$ cat src/rtl/branch_resolve_queue_if.sv
// Fetch/resolve/BHT-update bundle for the branch resolve queue.
// master = pipeline side, slave = queue side.
interface branch_resolve_queue_if #(
  parameter int DEPTH = 4,
  parameter int PC_W  = 16
);
  localparam int CW = $clog2(DEPTH) + 1;

  logic            fetch_valid;
  logic [PC_W-1:0] fetch_pc;
  logic            fetch_pred;
  logic            fetch_ready;
  logic            resolve_valid;
  logic            resolve_taken;
  logic            flush;
  logic            bht_write;
  logic [PC_W-1:0] bht_write_pc;
  logic            bht_taken;
  logic            mispredict;
  logic [CW-1:0]   count;

  modport master (
    output fetch_valid, fetch_pc, fetch_pred,
    output resolve_valid, resolve_taken, flush,
    input  fetch_ready, bht_write, bht_write_pc,
    input  bht_taken, mispredict, count
  );

  modport slave (
    input  fetch_valid, fetch_pc, fetch_pred,
    input  resolve_valid, resolve_taken, flush,
    output fetch_ready, bht_write, bht_write_pc,
    output bht_taken, mispredict, count
  );
endinterface

$ cat src/rtl/branch_resolve_queue.sv
// In-order queue of predicted branches driving BHT updates and mispredicts.
// Define BRQ_STATS_EN for saturating branch/mispredict counters.
module branch_resolve_queue #(
  parameter int DEPTH = 4,
  parameter int PC_W  = 16
) (
  input  logic clk,
  input  logic reset_n,
  branch_resolve_queue_if.slave bus
`ifdef BRQ_STATS_EN
  ,
  output logic [15:0] stat_branches,
  output logic [15:0] stat_mispred
`endif
);
  localparam int AW = $clog2(DEPTH);
  localparam logic [AW:0] FULL_CNT = (AW+1)'(DEPTH);
  localparam logic [AW:0] PTR_ONE = (AW+1)'(1);

  logic [PC_W-1:0]  pc_q [DEPTH];
  logic [DEPTH-1:0] pred_q;
  logic [DEPTH-1:0] vld_q, vld_d;
  logic [AW:0]      rd_q, rd_d;
  logic [AW:0]      wr_q, wr_d;
  logic [AW:0]      occ;
  logic [AW-1:0]    head, wslot;
  logic             full, empty;
  logic             pop, mis, push, kill;

  logic             bw_q;
  logic [PC_W-1:0]  bpc_q;
  logic             btk_q;
  logic             mp_q;

  assign head  = rd_q[AW-1:0];
  assign wslot = wr_q[AW-1:0];
  assign occ   = wr_q - rd_q;
  assign full  = (occ == FULL_CNT);
  assign empty = (occ == '0);

  // Handshake decode and next pointer/valid state.
  always_comb begin
    pop   = bus.resolve_valid && !empty && vld_q[head];
    mis   = pop && (pred_q[head] != bus.resolve_taken);
    kill  = mis || bus.flush;
    push  = bus.fetch_valid && !full && !kill;
    rd_d  = pop ? rd_q + PTR_ONE : rd_q;
    wr_d  = kill ? rd_d : (push ? wr_q + PTR_ONE : wr_q);
    vld_d = vld_q;
    if (pop) vld_d[head] = 1'b0;
    if (kill) vld_d = '0;
    else if (push) vld_d[wslot] = 1'b1;
  end

  // Pointers, entry storage and registered BHT-update outputs.
  always_ff @(posedge clk or negedge reset_n) begin
    if (!reset_n) begin
      rd_q   <= '0;
      wr_q   <= '0;
      vld_q  <= '0;
      pred_q <= '0;
      for (int i = 0; i < DEPTH; i++) pc_q[i] <= '0;
      bw_q   <= 1'b0;
      bpc_q  <= '0;
      btk_q  <= 1'b0;
      mp_q   <= 1'b0;
    end else begin
      rd_q  <= rd_d;
      wr_q  <= wr_d;
      vld_q <= vld_d;
      if (push) begin
        pc_q[wslot]   <= bus.fetch_pc;
        pred_q[wslot] <= bus.fetch_pred;
      end
      bw_q <= pop;
      mp_q <= mis;
      if (pop) begin
        bpc_q <= pc_q[head];
        btk_q <= bus.resolve_taken;
      end
    end
  end

  assign bus.fetch_ready  = !full;
  assign bus.count        = occ;
  assign bus.bht_write    = bw_q;
  assign bus.bht_write_pc = bpc_q;
  assign bus.bht_taken    = btk_q;
  assign bus.mispredict   = mp_q;

`ifdef BRQ_STATS_EN
  logic [15:0] sb_q, sm_q;

  // Saturating resolve/mispredict counters; only reset clears them.
  always_ff @(posedge clk or negedge reset_n) begin
    if (!reset_n) begin
      sb_q <= '0;
      sm_q <= '0;
    end else begin
      if (pop && sb_q != 16'hFFFF) sb_q <= sb_q + 16'd1;
      if (mis && sm_q != 16'hFFFF) sm_q <= sm_q + 16'd1;
    end
  end

  assign stat_branches = sb_q;
  assign stat_mispred  = sm_q;
`endif
endmodule

$ cat src/flat_wrapper.sv
// flat-port wrapper written by rule: the top's interface ports become plain ports
module branch_resolve_queue_flat 
#(
  parameter int DEPTH = 4,
  parameter int PC_W  = 16
)
  (clk, reset_n, bus_fetch_valid, bus_fetch_pc, bus_fetch_pred, bus_resolve_valid, bus_resolve_taken, bus_flush, bus_fetch_ready, bus_bht_write, bus_bht_write_pc, bus_bht_taken, bus_mispredict, bus_count);
  branch_resolve_queue_if #(.DEPTH(DEPTH), .PC_W(PC_W)) bus_i ();
  input  logic clk;
  input  logic reset_n;
  input wire logic [$bits(bus_i.fetch_valid)-1:0] bus_fetch_valid;
  input wire logic [$bits(bus_i.fetch_pc)-1:0] bus_fetch_pc;
  input wire logic [$bits(bus_i.fetch_pred)-1:0] bus_fetch_pred;
  input wire logic [$bits(bus_i.resolve_valid)-1:0] bus_resolve_valid;
  input wire logic [$bits(bus_i.resolve_taken)-1:0] bus_resolve_taken;
  input wire logic [$bits(bus_i.flush)-1:0] bus_flush;
  output wire logic [$bits(bus_i.fetch_ready)-1:0] bus_fetch_ready;
  output wire logic [$bits(bus_i.bht_write)-1:0] bus_bht_write;
  output wire logic [$bits(bus_i.bht_write_pc)-1:0] bus_bht_write_pc;
  output wire logic [$bits(bus_i.bht_taken)-1:0] bus_bht_taken;
  output wire logic [$bits(bus_i.mispredict)-1:0] bus_mispredict;
  output wire logic [$bits(bus_i.count)-1:0] bus_count;
  assign bus_i.fetch_valid = bus_fetch_valid;
  assign bus_i.fetch_pc = bus_fetch_pc;
  assign bus_i.fetch_pred = bus_fetch_pred;
  assign bus_i.resolve_valid = bus_resolve_valid;
  assign bus_i.resolve_taken = bus_resolve_taken;
  assign bus_i.flush = bus_flush;
  assign bus_fetch_ready = bus_i.fetch_ready;
  assign bus_bht_write = bus_i.bht_write;
  assign bus_bht_write_pc = bus_i.bht_write_pc;
  assign bus_bht_taken = bus_i.bht_taken;
  assign bus_mispredict = bus_i.mispredict;
  assign bus_count = bus_i.count;
  branch_resolve_queue #(.DEPTH(DEPTH), .PC_W(PC_W)) u_core (.clk(clk), .reset_n(reset_n), .bus(bus_i));
endmodule
$ cat config.mk
export PLATFORM = sky130hd
export DESIGN_NAME = branch_resolve_queue_flat
export DESIGN_NICKNAME = d
export VERILOG_FILES = /design/src/rtl/branch_resolve_queue_if.sv /design/src/rtl/branch_resolve_queue.sv /design/src/flat_wrapper.sv
export SDC_FILE = /design/constraint.sdc
export NUM_CORES = 1
export LEC_CHECK = 0
export BUFFER_PORTS_ARGS = -buffer_cell sky130_fd_sc_hd__clkbuf_2
export CAP_MARGIN = 20
export CELL_PAD_IN_SITES_DETAIL_PLACEMENT = 1
export CELL_PAD_IN_SITES_GLOBAL_PLACEMENT = 2
export CORE_MARGIN = 8
export CORE_UTILIZATION = 39
export CTS_BUF_LIST = sky130_fd_sc_hd__clkbuf_8 sky130_fd_sc_hd__clkbuf_16
export DETAILED_ROUTE_END_ITERATION = 16
export PLACE_DENSITY_LB_ADDON = 0.1
export SYNTH_ARGS = -nofsm -noshare
export SYNTH_HDL_FRONTEND = slang
export SYNTH_SLANG_ARGS = --single-unit
$ cat constraint.sdc
create_clock -name clk -period 2.6 [get_ports clk]
set_input_delay 0.26 -clock clk [delete_from_list [all_inputs] [get_ports clk]]
set_output_delay 0.26 -clock clk [all_outputs]
set_load 0.1 [all_outputs]
==> flow_summary.yaml <==
setup_path:
  cpPeakStageDelay_ns: 0.42
  timing.rr.start: "u_core.rd_q[0]$_DFF_PN0_"
  critPathLaunch: "u_core.rd_q[0]$_DFF_PN0_"
  start_kind: "flop"
  arrival_ns: 2.83
  critPathMaxFanout: 7
  cpLargestDelayFamily: "simple AND/OR/NAND/NOR gates"
  cp.required_ns: 2.83
  crit_type: "reg -> reg"
  cpMaxStageDelayCell: "dfrtp_2"
  cp_cell_sequence: "ha_4, fa_2, xor3_4, or2_1, and3_4, nor3_4, buf_6, buf_12, mux2_2"
  critPathCaptureType: "flop"
  path_buf_inv: 2
layout:
  diodes: 0
  nFillCells: 1120
  drive_gt1_share_pct: 57.1
  final_core_util_pct: 49.2
  final_nets: 389
  fin_cells: 504
  synthToLayoutAreaGrowth_pct: 23.7
global_routing:
  grt_start_max_net_pins: 50
  antenna_found_initial: 0
  grt_pass1_wl_um: 16500
  grt_overflow: 0
  grt_pass1_vias: 2834
  grt_use_total_pct: 14.4
synthesis:
  yosysWarnings: 0
  synth_fa_ha_area_share_pct: 2.93
  yosys_register_bits: 97
  synth_top_family_by_area: "multiplexers"
  ys_types: 33
  yosysSeqAreaShare_pct: 53.6
  synth_area_per_cell_um2: 16.3
  synth-xor-area-share_pct: 1.52
  synthMuxAreaShare_pct: 33.0
  synth_nets: 311
  syn-cell-area_mm2: 0.00453
  synthCells: 278
  synthSimpleGateAreaFrac_pct: 3.54
  synth_compound_area_share_pct: 2.04
outcome:
  status: "finished, final reports clean"
timing:
  setup_ws_ns: 0.000599
  maxSlewHeadroom_pct: 57.8
  finClkSkew_ns: 0.0122
  min_period_over_period_pct: 100
  setup_viol: 0
  hold_viol_final: 0
  final-max-slew-violation-count: 0
  rsz0062_at_grt: "yes"
  period_needed_ns: 2.60
  tightest_slew_ns: 0.633
  holdWs_ns: 0.195
  fmax_ghz: 0.385
clocking:
  clk_pin_slew_ns: 0.07
  cts_tree: "yes"
  clock_path_buffers: 2
  cts_made_buffers: 9
  clkLatencyLatePin_ns: 0.35
  cts_root_buf: "clkbuf_16"
  cts.sink_count: 97
  htreeDepth: 3
die:
  fp.dieArea_mm2: 0.0153
  start_util_pct: 39.8
  io_pins: 46
  die_h_um: 124
  rows: 39
  coreArea_mm2: 0.0114
  fp.dieW_um: 124
place:
  placed_cells: 483
  dp_slack_ns: -0.0244
  gp_congestion: 0.709
  dp_hpwl_um: 6650
  io_buffer_count: 45
flow_run:
  drv_cap: 0
routing:
  antenna_left: 0
  via_per_inst: 5.08
  drc_errors: 0
  via_count: 2560
  wl_um: 10100
  wl_per_cell_um: 20.1
  drt_iter0_drc: 193
  first_pass_iters: 4
hold_path:
  hold_class: "in -> reg"
  min_from: "bus_fetch_pc[8]"
[worst paths after layout]
kind                                               end  slack (ns)  depth (start not counted)
min in group asynchronous  u_core.pc_q[56]$_DFFE_PN0P_        0.47                          2
hold reg to reg             u_core.pc_q[7]$_DFFE_PN0P_        0.49                          1
hold / removal              u_core.pc_q[8]$_DFFE_PN0P_        0.20                          2
max in group asynchronous  u_core.pc_q[49]$_DFFE_PN0P_        1.41                          3
setup / recovery           u_core.pc_q[19]$_DFFE_PN0P_      0.0006                          9
setup reg to reg           u_core.pc_q[19]$_DFFE_PN0P_      0.0006                          9
[flip-flops by register name, summed over array words and instances, names as in the netlist]
name	count
u_core.vld_q	4
u_core.pred_q	4
u_core.bus.bht_taken	1
u_core.bus.mispredict	1
u_core.pc_q	64
u_core.rd_q	3
u_core.wr_q	3
u_core.bus.bht_write_pc	16
u_core.bus.bht_write	1
[cell usage after synthesis]
cell type	instances	area (um^2)
nand3_1	7	35.0
buf_12	3	60.1
inv_1	7	26.3
nand2b_1	1	6.26
nor3_4	3	48.8
or2_1	1	6.26
mux4_2	17	383
buf_2	4	20.0
nand2_2	1	6.26
dfrtp_1	97	2430
o21a_1	2	15.0
nand2_1	9	33.8
ha_1	9	113
mux2_1	4	45.0
xor3_2	1	25.0
o211ai_1	1	7.51
fa_1	1	20.0
mux2_2	53	597
and3_1	1	6.26
buf_1	3	11.3
mux2i_1	2	20.0
o21ai_0	1	5.00
mux2_4	30	450
xnor2_1	3	26.3
a31oi_1	3	18.8
a21oi_1	1	5.00
a31oi_2	1	12.5
buf_6	3	33.8
o22ai_1	1	6.26
a21boi_0	3	22.5
nor3_1	1	5.00
and2_1	2	12.5
xor2_1	2	17.5
[through the flow]
| stage | cell area, um^2 | TNS (ns) |
|---|---|---|
| after detailed placement | 5170 | -0.0914 |
| after floorplan | 4560 | -29.08 |
| after CTS | 5540 | -0.00971 |
| after global placement | 5170 | 0 |
| after global routing | 5600 | -1.93 |
| final | 5600 | 0 |
[final cells by class]
cell class	count	area, um^2	area share (%)
flip-flops and latches	97	2430	43.4
repair buffers	80	632	11.3
clock buffers	9	225	4.02
inverters	7	26.3	0.469
multi-input cells	161	2040	36.4
clock inverters	7	70.1	1.25
well taps	143	179	3.20
[layout by cell type (no fill, tap or decap), drive strengths merged]
master       synthesis  layout
dfrtp               97      97
mux2                87      87
clkbuf               0      50
buf                 13      38
mux4                17      17
nand2               10      10
ha                   9       9
inv                  7       9
nand3                7       7
a31oi                4       4
nor3                 4       4
clkinv               0       4
xnor2                3       3
a21boi               3       3
mux2i                2       2
xor2                 2       2
and2                 2       2
o21a                 2       2
xor3                 1       1
nand2b               1       1
o22ai                1       1
or2                  1       1
and3                 1       1
o21ai                1       1
a21oi                1       1
o211ai               1       1
fa                   1       1
bufinv               0       1
dlygate4sd3          0       1
[worst register-to-register path: cells and delay by family, from the launching register on]
kind          cells  cell delay [ns]
xor+xnor          1             0.32
fa+ha+maj         2             0.50
buf+inv           2             0.26
flops             1             0.42
mux               1             0.34
simple gates      3             0.64
[kinds of logic (layout without fill, tap and decap cells)]
group | after synthesis | count (layout)
XOR/XNOR | 6 | 6
flip-flops | 97 | 97
multiplexers | 106 | 106
AO/OA/AOI/OAI | 13 | 13
AND/OR/NAND/NOR | 26 | 26
adder cells (fa/ha/maj) | 10 | 10
buffers and inverters | 20 | 103
[routing by layer]
metal / part of all wire (%) / track usage (%)
met1: 48 / 19.9
met2: 47 / 21.8
met3: 4.4 / 4.03
met4: 0.94 / 3.61
met5: 0 / 0
[timing repair]
item / in CTS / in global routing
resized for setup: 7 / 15
setup endpoints to repair: 15 / 56
hold endpoints to repair: 46 / 0
hold buffers: 1 / 0
gates cloned: 1 / 0
pin swaps: 3 / 0
setup buffers: 3 / 0
Power is not shown: default switching activity piles up to over one toggle a cycle in this logic, so the estimate is an artifact.
